<file path="config.mk">
export PLATFORM = sky130hd
export DESIGN_NAME = hybrid_run_ctrl
export DESIGN_NICKNAME = d
export VERILOG_FILES = /design/src/rtl/hybrid_run_ctrl.sv
export SDC_FILE = /design/constraint.sdc
export NUM_CORES = 1
export LEC_CHECK = 0
export BUFFER_PORTS_ARGS = -buffer_cell sky130_fd_sc_hd__buf_2
export CORE_MARGIN = 2
export CORE_UTILIZATION = 60
export DETAILED_ROUTE_END_ITERATION = 8
export HOLD_SLACK_MARGIN = 0.1
export PLACE_DENSITY_LB_ADDON = 0.25
export SYNTH_ARGS = -nofsm -noshare
export SYNTH_HDL_FRONTEND = slang
export SYNTH_SLANG_ARGS = --single-unit
</file>
<file path="constraint.sdc">
create_clock -name clk -period 8.95 [get_ports clk]
set_input_delay 0.4475 -clock clk [delete_from_list [all_inputs] [get_ports clk]]
set_output_delay 0.4475 -clock clk [all_outputs]
set_load 0.01 [all_outputs]
</file>
<file path="src/rtl/hybrid_run_ctrl.sv">
// -----------------------------------------------------------------------------
// hybrid_run_ctrl
//
// Run controller for a decimating filter. It generates the downsampled-stage
// strobe (one pulse every DSR fast clocks), discards the first WARMUP strobes
// while the filter pipeline fills, then buffers each filter result in a small
// FIFO for a valid/ready consumer. A stop request in RUN lets the FIFO drain
// before the controller returns to IDLE.
//
// Optional feature:
//   HYBRID_RUN_CTRL_OVFCNT_EN  defined   -> ovf_count counts dropped samples
//                                           (saturating at 255)
//                              undefined -> ovf_count tied to 0
//
// Ports:
//   clk        in   single clock, rising edge
//   rst        in   asynchronous active-low reset
//   start      in   run request (IDLE only)
//   stop       in   halt request (WARMUP/RUN only)
//   ds_strobe  out  one-cycle pulse for the filter's downsampled stage
//   sample_in  in   filter result, valid in the ds_strobe cycle
//   out_data   out  FIFO head
//   out_valid  out  FIFO not empty
//   out_ready  in   consumer accept (pop on out_valid && out_ready)
//   busy       out  controller not in IDLE
//   overflow   out  sticky: a RUN sample was dropped since the last start
//   ovf_count  out  dropped-sample count
// -----------------------------------------------------------------------------
module hybrid_run_ctrl #(
    parameter int DSR        = 12,
    parameter int WARMUP     = 8,
    parameter int OUT_WIDTH  = 14,
    parameter int FIFO_DEPTH = 4
) (
    input  logic                 clk,
    input  logic                 rst,
    input  logic                 start,
    input  logic                 stop,
    output logic                 ds_strobe,
    input  logic [OUT_WIDTH-1:0] sample_in,
    output logic [OUT_WIDTH-1:0] out_data,
    output logic                 out_valid,
    input  logic                 out_ready,
    output logic                 busy,
    output logic                 overflow,
    output logic [7:0]           ovf_count
);

    localparam int CW = $clog2(DSR);
    localparam int WW = $clog2(WARMUP + 1);
    localparam int AW = $clog2(FIFO_DEPTH);
    localparam int OW = AW + 1;

    localparam logic [CW-1:0] DIV_LAST  = CW'(DSR - 1);
    localparam logic [WW-1:0] WARM_LAST = WW'(WARMUP - 1);
    localparam logic [OW-1:0] FULL_CNT  = OW'(FIFO_DEPTH);
    localparam logic [OW-1:0] EMPTY_CNT = OW'(0);

    typedef enum logic [1:0] {
        S_IDLE   = 2'd0,
        S_WARMUP = 2'd1,
        S_RUN    = 2'd2,
        S_DRAIN  = 2'd3
    } state_t;

    state_t                 state_q, state_d;
    logic [CW-1:0]          div_q, div_d, div_nx_s;
    logic [WW-1:0]          warm_q, warm_d;
    logic [OUT_WIDTH-1:0]   mem_q [FIFO_DEPTH];
    logic [AW-1:0]          wr_q, rd_q;
    logic [OW-1:0]          cnt_q, cnt_d;
    logic                   strobe_q, strobe_d;
    logic                   valid_q;
    logic                   busy_q;
    logic                   ovf_q, ovf_d;
    logic                   pop_s, push_s, accept_s, drop_s;

    // Next-state, divider, warmup and FIFO bookkeeping
    always_comb begin
        // strobe_q is the registered "divider == DSR-1 in WARMUP/RUN" condition,
        // so it marks the current strobe cycle without re-decoding the counter.
        pop_s    = (cnt_q != EMPTY_CNT) && out_ready;
        push_s   = strobe_q && (state_q == S_RUN);
        // A full FIFO still accepts when the head leaves in the same cycle.
        accept_s = push_s && ((cnt_q != FULL_CNT) || pop_s);
        drop_s   = push_s && !accept_s;
        cnt_d    = cnt_q + OW'(accept_s) - OW'(pop_s);

        if (div_q == DIV_LAST) begin
            div_nx_s = CW'(0);
        end else begin
            div_nx_s = div_q + CW'(1);
        end

        state_d = state_q;
        div_d   = div_q;
        warm_d  = warm_q;
        ovf_d   = ovf_q;

        case (state_q)
            S_IDLE: begin
                div_d  = CW'(0);
                warm_d = WW'(0);
                if (start) begin
                    state_d = S_WARMUP;
                    ovf_d   = 1'b0;
                end else begin
                    state_d = S_IDLE;
                end
            end
            S_WARMUP: begin
                if (stop) begin
                    state_d = S_IDLE;
                    div_d   = CW'(0);
                    warm_d  = WW'(0);
                end else begin
                    // The divider keeps running across WARMUP->RUN so the
                    // strobe spacing stays exactly DSR.
                    div_d = div_nx_s;
                    if (strobe_q) begin
                        if (warm_q == WARM_LAST) begin
                            state_d = S_RUN;
                            warm_d  = WW'(0);
                        end else begin
                            warm_d = warm_q + WW'(1);
                        end
                    end else begin
                        warm_d = warm_q;
                    end
                end
            end
            S_RUN: begin
                if (stop) begin
                    state_d = S_DRAIN;
                    div_d   = CW'(0);
                end else begin
                    div_d = div_nx_s;
                end
                if (drop_s) begin
                    ovf_d = 1'b1;
                end else begin
                    ovf_d = ovf_q;
                end
            end
            S_DRAIN: begin
                div_d = CW'(0);
                // Leave as soon as the FIFO is empty after this cycle's pop.
                if (cnt_d == EMPTY_CNT) begin
                    state_d = S_IDLE;
                end else begin
                    state_d = S_DRAIN;
                end
            end
            default: begin
                state_d = S_IDLE;
                div_d   = CW'(0);
                warm_d  = WW'(0);
            end
        endcase

        strobe_d = ((state_d == S_WARMUP) || (state_d == S_RUN)) && (div_d == DIV_LAST);
    end

    // Controller state, registered outputs and FIFO storage
    always_ff @(posedge clk or negedge rst) begin
        if (!rst) begin
            state_q  <= S_IDLE;
            div_q    <= CW'(0);
            warm_q   <= WW'(0);
            wr_q     <= AW'(0);
            rd_q     <= AW'(0);
            cnt_q    <= EMPTY_CNT;
            strobe_q <= 1'b0;
            valid_q  <= 1'b0;
            busy_q   <= 1'b0;
            ovf_q    <= 1'b0;
            for (int i = 0; i < FIFO_DEPTH; i++) begin
                mem_q[i] <= OUT_WIDTH'(0);
            end
        end else begin
            state_q  <= state_d;
            div_q    <= div_d;
            warm_q   <= warm_d;
            cnt_q    <= cnt_d;
            strobe_q <= strobe_d;
            valid_q  <= (cnt_d != EMPTY_CNT);
            busy_q   <= (state_d != S_IDLE);
            ovf_q    <= ovf_d;
            if (accept_s) begin
                mem_q[wr_q] <= sample_in;
                wr_q        <= wr_q + AW'(1);
            end
            if (pop_s) begin
                rd_q <= rd_q + AW'(1);
            end
        end
    end

    assign ds_strobe = strobe_q;
    assign out_valid = valid_q;
    assign out_data  = mem_q[rd_q];
    assign busy      = busy_q;
    assign overflow  = ovf_q;

`ifdef HYBRID_RUN_CTRL_OVFCNT_EN
    logic [7:0] ovfc_q;
    logic       ovfc_clr_s;

    assign ovfc_clr_s = (state_q == S_IDLE) && start;

    // Saturating dropped-sample counter, cleared when a new run starts
    always_ff @(posedge clk or negedge rst) begin
        if (!rst) begin
            ovfc_q <= 8'd0;
        end else if (ovfc_clr_s) begin
            ovfc_q <= 8'd0;
        end else if (drop_s && (ovfc_q != 8'hFF)) begin
            ovfc_q <= ovfc_q + 8'd1;
        end else begin
            ovfc_q <= ovfc_q;
        end
    end

    assign ovf_count = ovfc_q;
`else
    assign ovf_count = 8'd0;
`endif

endmodule

</file>
==> impl_metrics.yaml, run 1 <==
placed_design:
  placed_cell_area_sq_mm: 0.00405
  port_buffers: 36
  dp_hpwl_mm: 4.04
  gp_congestion: 0.784
grt:
  antenna_found_initial: 0
  grt_overflow: 0
  grt_max_degree: 78
  grt_pass1_wl_mm: 11.1
  grt_pass1_vias: 2244
  track_usage_pct: 20.1
clock_tree:
  tritoncts: "done"
  path_clk_slew_ps: 80
  cts_buffers: 9
  cts.root.buffer_cell: "clkbuf_8"
  clock_latency_ps: 340
  clkSinkCount: 77
  cts_resized: 0
  h-tree-depth: 3
  clockBufferDepth: 2
  cts_setup_buffers: 0
  cts_hold_buf: 0
route:
  postRouteAntennaNets: 0
  wl_mm: 6.30
  drt_iter0_drc: 58
  vias_per_cell: 5.65
  first_pass_iters: 4
  drc: 0
  vias: 2101
  wl_per_cell_um: 16.9
cells_and_area:
  nets: 323
  final_cell_area_sq_mm: 0.00425
  drive_above_1_share_pct: 43.4
  syn_to_final_growth_pct: 8.54
  num_antenna_cells: 0
  fillerInstances: 463
floorplan:
  ioPinCount: 45
  die-area_sq_mm: 0.00718
  dieWidth_um: 84.8
  coreArea_sq_mm: 0.00631
  die_h_um: 84.8
  rows: 29
  start_util_pct: 62.0
setup_path:
  setup.worst_path.start: "state_q[0]"
  timing.rr.start: "state_q[0]"
  worstSetupPathType: "reg -> reg"
  slowest_delay_ps: 480
  crit_chain: "inv_1 > ha_1 > nand3_1 > ha_1 > inv_1 > ha_1 > fa_1 > xnor3_4 > o31ai_1 > a21o_1 > ha_1 > nand3b_1 > nor4_1"
  cp.required_ps: 9170
  endpoint_kind: "flip-flop"
  cp.arrival_ps: 3780
  crit_slowest_cell: "ha_1"
  start_kind: "flip-flop"
  path_max_fanout: 8
  r2r_slack_ps: 5390
  cpMostUsedCell: "ha_1"
synthesis:
  ys_top_cells_by_area: "dfrtp_1 (49%), mux2_4 (15%), mux4_2 (8.1%), mux2_2 (4.9%), ha_1 (4.2%)"
  synth_cells: 253
  ys_types: 42
  syn_avg_cell_area_sq_um: 15.5
  synth_compound_area_share_pct: 3.58
  synthSimpleGateAreaFrac_pct: 6.17
  synth.ff_latch_count: 77
  yosys.area.top_type_share_pct: 49.2
  yosysWarnings: 0
  seq_area_frac_synth_pct: 49.2
  synth_top_family_by_area: "multiplexers"
  post_synth_xor_area_fraction_pct: 2.01
  synth.area.mux_share_pct: 29.1
  yosysTopAreaCell: "dfrtp_1"
  netlist_area_sq_mm: 0.00391
  synthAdderAreaFrac_pct: 4.67
status:
  status: "complete, no violations"
sta:
  worstMarginPinSlew_ps: 977
  report.final.slew_viol_count: 0
  max-slew-margin-rel_pct: 34.9
  rsz0062_at_grt: "false"
  fin_crit_ps: 3560
  worst_clock_skew_ps: 10.1
  post-route-period-util_pct: 39.8
  hold_viol: 0
  setup_tns_ps: 0
  setup_viol: 0
  clock.fmax_mhz: 281
hold_path:
  hold_class: "in -> async"
run:
  drv_cap: 0
pwr:
  vdd_ir_drop_max_uv: 150
  p_leak_nw: 2.24
  power.density_mw_per_mm2: 199
-- cells in the mapped netlist, drive strengths merged --
cell    count
nand4b      1
dfrtp      77
a31oi       1
conb        1
o31a        2
a21oi       3
nor2        7
nor2b       1
ha         13
inv        10
fa          1
or3         1
a21o        1
o21a        2
xnor2       3
o21ai       7
buf        16
a311o       1
nor4        1
xor2        3
nor4b       1
o31ai       1
xnor3       1
nand3b      2
nand2b      3
nand2       7
nand4       5
or4b        1
mux4       14
and3b       1
mux2i       3
clkbuf      1
a311oi      1
mux2       57
a21boi      1
nand3       1
a22o        1
-- layout make-up --
cell class | instances | area (sq um) | share of cell area, %
Clock inverter | 4 | 47.5 | 1.12
Sequential cell | 77 | 1930 | 45.4
Inverter | 10 | 37.5 | 0.884
Clock buffer | 12 | 145 | 3.42
Timing Repair Buffer | 36 | 183 | 4.30
Multi-Input combinational cell | 156 | 1810 | 42.6
Tap cell | 77 | 96.3 | 2.27
-- report_power, final --
| group | leakage (nW) | internal (W) | switching, W |
|---|---|---|---|
| registers | 1.05 | 0.000370 | 0.0000527 |
| clock network | 0.0964 | 0.000136 | 0.000122 |
| logic | 1.09 | 0.0000871 | 0.0000789 |
| total | 2.24 | 0.000593 | 0.000253 |
-- cells in the final DEF, fill, tap and decap left out, drive strengths merged, types with 3 or more instances in the layout --
cell / instances
ha: 13
nor2: 7
conb: 8
a21oi: 3
dfrtp: 77
mux4: 14
inv: 10
mux2i: 3
mux2: 57
nand2b: 3
nand4: 5
xnor2: 3
nand2: 7
clkbuf: 12
buf: 36
o21ai: 7
xor2: 3
-- sequential cells by signal, summed over array words and instances (netlist names) --
register   count
ds_strobe      1
busy           1
overflow       1
mem_q         56
cnt_q          3
warm_q         4
wr_q           2
out_valid      1
state_q        2
div_q          4
rd_q           2
-- worst max-delay path: cells and delay by family (launching register included) --
kind            cells  cell delay (ps)
compound gates      2              450
simple gates        3              370
fa+ha+maj           5             1580
buf+inv             2              140
xor+xnor            1              470
flops               1              430
-- final timing paths --
check,cells past startpoint,end
max in group asynchronous,1,cnt_q[0]
hold / removal,1,mem_q[28]
min in group clk,2,mem_q[28]
setup / recovery,13,ds_strobe
setup reg to reg,13,ds_strobe
hold reg to reg,1,mem_q[2]
-- logic make-up (layout without fill, tap and decap cells) --
group	count (synthesis)	after routing
flops	77	77
mux	74	74
simple gates	32	32
buf+inv	27	62
compound gates	21	21
fa+ha+maj	14	14
xor+xnor	7	7
other cells	1	8
-- layer usage --
metal  routed length, um  vias to the layer above  global-route usage (%)
met4                  99                        0                    7.36
met5                   0                        -                       0
met2                3030                       41                    30.6
li1                    -                      981                       -
met3                 285                        9                    5.90
met1                2880                     1070                    27.9
-- through the flow --
| stage | total power [W] | utilization [%] | worst slack [ps] | std cells | hold slack, ps |
|---|---|---|---|---|---|
| 3_5_place_dp | 0.000598 | 64.2 | 5390 | 356 | 490 |
| 2_1_floorplan | 0.000551 | - | 5750 | 260 | 152 |
| 3_3_place_gp | 0.000595 | 64.2 | 5490 | 356 | 482 |
| 4_1_cts | 0.000857 | 67.3 | 5380 | 372 | 282 |
| 6_report | 0.000846 | 67.3 | 5390 | 372 | 245 |
| 5_1_grt | 0.000897 | 67.3 | 5160 | 372 | 322 |
(Power assumes the default switching activity.)
==> run 2: changes to the inputs <==
--- a/config.mk
+++ b/config.mk
@@ -7,7 +7,7 @@
 export LEC_CHECK = 0
 export BUFFER_PORTS_ARGS = -buffer_cell sky130_fd_sc_hd__buf_2
 export CORE_MARGIN = 2
-export CORE_UTILIZATION = 60
+export CORE_UTILIZATION = 58
 export DETAILED_ROUTE_END_ITERATION = 8
 export HOLD_SLACK_MARGIN = 0.1
 export PLACE_DENSITY_LB_ADDON = 0.25
==> constraint.sdc (replaced) <==
create_clock -name clk -period 3.7 [get_ports clk]
set_input_delay 0.185 -clock clk [delete_from_list [all_inputs] [get_ports clk]]
set_output_delay 0.185 -clock clk [all_outputs]
set_load 0.01 [all_outputs]
==> run 2 against run 1 <==
  * Global-route usage increased by 0.98 points
  * Register-to-register slack got worse by 5100 ps
  * Cell count increased by 1.6%
  * Clock power increased by 140%
  * Wire length increased by 7.1%
  * Utilization decreased by 0.20 points
  * Fmax increased by 5.9%
  * Die area increased by 3.3%
  * Sequential power increased by 140%
  * Critical endpoint unchanged
==> impl_metrics.yaml, run 2 (same netlist as run 1, synthesis figures left out) <==
route:
  first_pass_iters: 4
  postRouteAntennaNets: 0
  vias: 2142
  drc: 0
  drt_iter0_drc: 151
  vias_per_cell: 5.67
  wl_mm: 6.75
  wl_per_cell_um: 17.9
sta:
  setup_tns_ps: 0
  rsz0062_at_grt: "false"
  report.final.slew_viol_count: 0
  max-slew-margin-rel_pct: 32.9
  post-route-period-util_pct: 90.9
  hold_viol: 0
  setup_viol: 0
  clock.fmax_mhz: 297
  worstMarginPinSlew_ps: 1010
  fin_crit_ps: 3360
  worst_clock_skew_ps: 9.84
cells_and_area:
  nets: 330
  drive_above_1_share_pct: 43.5
  num_antenna_cells: 0
  syn_to_final_growth_pct: 10.1
  top_regs: "mem_q: 56 flops, div_q: 4 flops, warm_q: 4 flops"
  top_register: "mem_q"
  final_cell_mix: "dfrtp_1 (77), mux2_4 (40), buf_2 (35)"
  layout_commonest_cell: "dfrtp_1"
  largest_reg_flops: 56
grt:
  antenna_found_initial: 0
  top_usage_layer: "met2"
  grt_overflow: 0
  met2_usage_pct: 34.0
  grt_pass1_wl_mm: 11.6
  track_usage_pct: 21.1
  grt_max_degree: 78
  use_met3_pct: 5.49
  grt_util_met1_pct: 27.5
  grt_pass1_vias: 2310
floorplan:
  coreArea_sq_mm: 0.00642
  die-area_sq_mm: 0.00742
  die_h_um: 86.1
  rows: 29
  dieWidth_um: 86.1
  ioPinCount: 45
  start_util_pct: 60.9
clock_tree:
  cts_buffers: 9
  h-tree-depth: 3
  cts_setup_buffers: 0
  clock_latency_ps: 350
  cts.root.buffer_cell: "clkbuf_8"
  tritoncts: "done"
  path_clk_slew_ps: 80
  cts_resized: 0
  cts_hold_buf: 5
  clockBufferDepth: 2
  clkSinkCount: 77
pwr:
  power.density_mw_per_mm2: 478
  p_total_w: 0.00206
  p_leak_nw: 2.27
  vdd_ir_drop_max_uv: 424
placed_design:
  gp_congestion: 0.821
  dp_hpwl_mm: 4.33
  port_buffers: 36
setup_path:
  cp.required_ps: 3920
  worstSetupPathType: "reg -> reg"
  path_max_fanout: 5
  endpoint_kind: "flip-flop"
  worstReg2RegEnd: "ds_strobe"
  start_kind: "flip-flop"
  r2r_slack_ps: 340
  timing.rr.start: "cnt_q[0]"
  cp-endpoint: "ds_strobe"
  rr_worst_depth: 12
  setup.worst_path.start: "cnt_q[0]"
  cp.arrival_ps: 3590
hold_path:
  hold_class: "in -> reg"
status:
  status: "complete, no violations"
run:
  drv_cap: 0
run 2: critical path, cell delays in order (launching register included):
cell,delay [ps]
dfrtp_1,410
or4b_4,630
nand3_1,190
ha_1,140
inv_1,40
ha_1,180
fa_1,350
xnor3_4,470
o31a_1,270
o21ai_0,170
ha_1,250
nand3b_1,80
nor4_1,50
run 2: how the worst min path moves through the flow:
stage	from	to	slack [ps]	cells past startpoint
global placement	rst	mem_q[31]	400	1
global route	sample_in[1]	mem_q[1]	110	2
detailed placement	rst	mem_q[31]	400	1
finish	sample_in[0]	mem_q[28]	120	2
CTS	sample_in[10]	mem_q[52]	100	2
floorplan	rst	busy	-110	0
run 2: layout make-up:
class / instances / area (sq um)
flip-flops and latches: 77 / 1930
multi-input cells: 156 / 1810
repair buffers: 43 / 248
fillers: 475 / 2120
inverters: 10 / 37.5
well taps: 77 / 96.3
clock inverters: 6 / 63.8
clock buffers: 9 / 124
run 2: power by group:
| group | leakage, nW | internal [W] | total (W) | switching (W) |
|---|---|---|---|---|
| clock network | 0.0915 | 0.000308 | 0.000618 | 0.000310 |
| registers | 1.05 | 0.000895 | 0.00103 | 0.000133 |
| logic | 1.12 | 0.000215 | 0.000412 | 0.000197 |
| total | 2.27 | 0.00142 | 0.00206 | 0.000640 |
run 2: through the flow:
step | util (%) | hold WS (ps) | std cells | worst slack, ps | cell area [sq um]
global route | 67.1 | 106 | 378 | 40.4 | 4310
global placement | 63.4 | 398 | 358 | 398 | 4070
floorplan | - | -111 | 260 | 496 | 3940
CTS | 67.1 | 100 | 378 | 329 | 4310
finish | 67.1 | 116 | 378 | 337 | 4310
detailed placement | 63.4 | 397 | 358 | 334 | 4070
run 2: routing by layer:
| metal | up-vias | wire length [um] |
|---|---|---|
| li1 | 988 | - |
| met1 | 1105 | 3070 |
| met4 | 0 | 82 |
| met3 | 7 | 210 |
| met5 | - | 0 |
| met2 | 42 | 3380 |
==> run 3: changes to the inputs <==
--- a/config.mk
+++ b/config.mk
@@ -7,7 +7,7 @@
 export LEC_CHECK = 0
 export BUFFER_PORTS_ARGS = -buffer_cell sky130_fd_sc_hd__buf_2
 export CORE_MARGIN = 2
-export CORE_UTILIZATION = 58
+export CORE_UTILIZATION = 60
 export DETAILED_ROUTE_END_ITERATION = 8
 export HOLD_SLACK_MARGIN = 0.1
 export PLACE_DENSITY_LB_ADDON = 0.25
==> constraint.sdc (replaced) <==
create_clock -name clk -period 4.3 [get_ports clk]
set_input_delay 0.215 -clock clk [delete_from_list [all_inputs] [get_ports clk]]
set_output_delay 0.215 -clock clk [all_outputs]
set_load 0.01 [all_outputs]
==> run 3 against run 2 <==
  * Critical path depth increased by 1
  * Global-route usage about the same
  * Non-clock buffer count shrank 5
  * Clock power grew 3.2%
  * Clock skew rose by 3.8 ps
  * Highest routed layer unchanged
  * Largest cell class unchanged
  * Utilization rose by 1.1 points
  * Count of clock-buffer cells in the layout is the same
==> impl_metrics.yaml, run 3 (same netlist as run 1, synthesis figures left out) <==
floorplan:
  start_util_pct: 62.0
  ioPinCount: 45
  rows: 29
  coreArea_sq_mm: 0.00631
  die-area_sq_mm: 0.00718
  die_h_um: 84.8
  dieWidth_um: 84.8
cells_and_area:
  largest_reg_flops: 56
  fillerInstances: 468
  final_cells: 374
  final_cell_mix: "dfrtp_1 (77), mux2_4 (40), buf_2 (35)"
  drive_above_1_share_pct: 44.1
  top_register: "mem_q"
  num_antenna_cells: 0
  top_regs: "mem_q: 56 flops, div_q: 4 flops, warm_q: 4 flops"
  layout_commonest_cell: "dfrtp_1"
  nets: 325
  syn_to_final_growth_pct: 9.91
grt:
  grt_pass1_wl_mm: 11.6
  antenna_found_initial: 0
  grt_overflow: 0
  grt_max_degree: 78
  track_usage_pct: 21.1
  grt_pass1_vias: 2245
clock_tree:
  h-tree-depth: 3
  path_clk_slew_ps: 90
  tritoncts: "done"
  cts.root.buffer_cell: "clkbuf_8"
  cts_buffers: 9
  clock_latency_ps: 360
  cts_setup_buffers: 0
  clkSinkCount: 77
  clockBufferDepth: 2
pwr:
  power.density_mw_per_mm2: 435
  p_total_w: 0.00187
  p_leak_nw: 2.26
  vdd_ir_drop_max_uv: 279
sta:
  worstMarginPinSlew_ps: 978
  clock.fmax_mhz: 280
  rsz0062_at_grt: "false"
  hold_viol: 0
  setup_viol: 0
  max-slew-margin-rel_pct: 34.8
  worst_clock_skew_ps: 13.6
  fin_ws_ps: 723
  post-route-period-util_pct: 83.2
  fin_crit_ps: 3580
  setup_tns_ps: 0
  report.final.slew_viol_count: 0
route:
  vias_per_cell: 5.64
  postRouteAntennaNets: 0
  vias: 2109
  drt_iter0_drc: 107
  wl_mm: 6.73
  wl_per_cell_um: 18.0
  first_pass_iters: 4
  drc: 0
setup_path:
  worstSetupPathType: "reg -> reg"
  cp.arrival_ps: 3820
  endpoint_kind: "flip-flop"
  path_max_fanout: 8
  start_kind: "flip-flop"
  cp.required_ps: 4540
placed_design:
  dp_slack_ps: 744
  place_inst: 357
  gp_congestion: 0.771
  port_buffers: 36
  dp_hpwl_mm: 4.33
status:
  status: "complete, no violations"
run:
  drv_cap: 0
hold_path:
  hold_class: "in -> reg"
==> run 3: critical path, cell delays in order (launching register included) <==
cell and delay [ps]:
dfrtp_1 430, inv_1 110, ha_1 470, nand3_1 240
ha_1 330, inv_1 40, ha_1 180, fa_1 360
xnor3_4 470, o31a_1 270, o21ai_0 180, ha_1 260
nand3b_1 80, nor4_1 50
==> run 3: report_power, final <==
group | internal [W] | switching (W) | total (W)
registers | 0.000770 | 0.000113 | 0.000883
logic | 0.000182 | 0.000167 | 0.000349
clock network | 0.000336 | 0.000302 | 0.000638
total | 0.00129 | 0.000582 | 0.00187
==> run 3: routing by layer <==
| metal | up-vias | routed length (um) | track usage [%] |
|---|---|---|---|
| met5 | - | 0 | 0 |
| met2 | 32 | 3250 | 32.6 |
| li1 | 980 | - | - |
| met3 | 10 | 200 | 6.19 |
| met1 | 1087 | 3170 | 29.1 |
| met4 | 0 | 112 | 6.93 |
==> run 3: worst paths after layout <==
kind                         startpoint         to  slack, ps  cells past startpoint
setup / recovery             state_q[0]  ds_strobe        720                     13
hold reg to reg               mem_q[27]  mem_q[27]        500                      1
hold / removal             sample_in[1]  mem_q[29]        130                      2
setup reg to reg             state_q[0]  ds_strobe        720                     13
min in group asynchronous           rst  mem_q[28]        530                      2
max in group asynchronous           rst   cnt_q[0]       3140                      2
==> run 3: final cells by class <==
class	count	area, sq um	share of cell area (%)
Tap cell	77	96.3	2.24
Sequential cell	77	1930	44.8
Timing Repair Buffer	38	200	4.66
Clock inverter	7	105	2.44
Inverter	10	37.5	0.873
Clock buffer	9	124	2.88
Multi-Input combinational cell	156	1810	42.1
==> run 3: per-stage QoR <==
stage                     utilization [%]  cell area (sq um)  hold WS [ps]
after global placement               64.3               4060           421
after CTS                            68.1               4300           122
after detailed placement             64.3               4060           428
after floorplan                         -               3940         -80.6
final                                68.1               4300           127
after global routing                 68.1               4300           118
==> run 3: what timing repair did <==
action	in CTS	in global routing
resized for setup	0	0
endpoints found under the hold margin	77	0
hold buffers	1	0
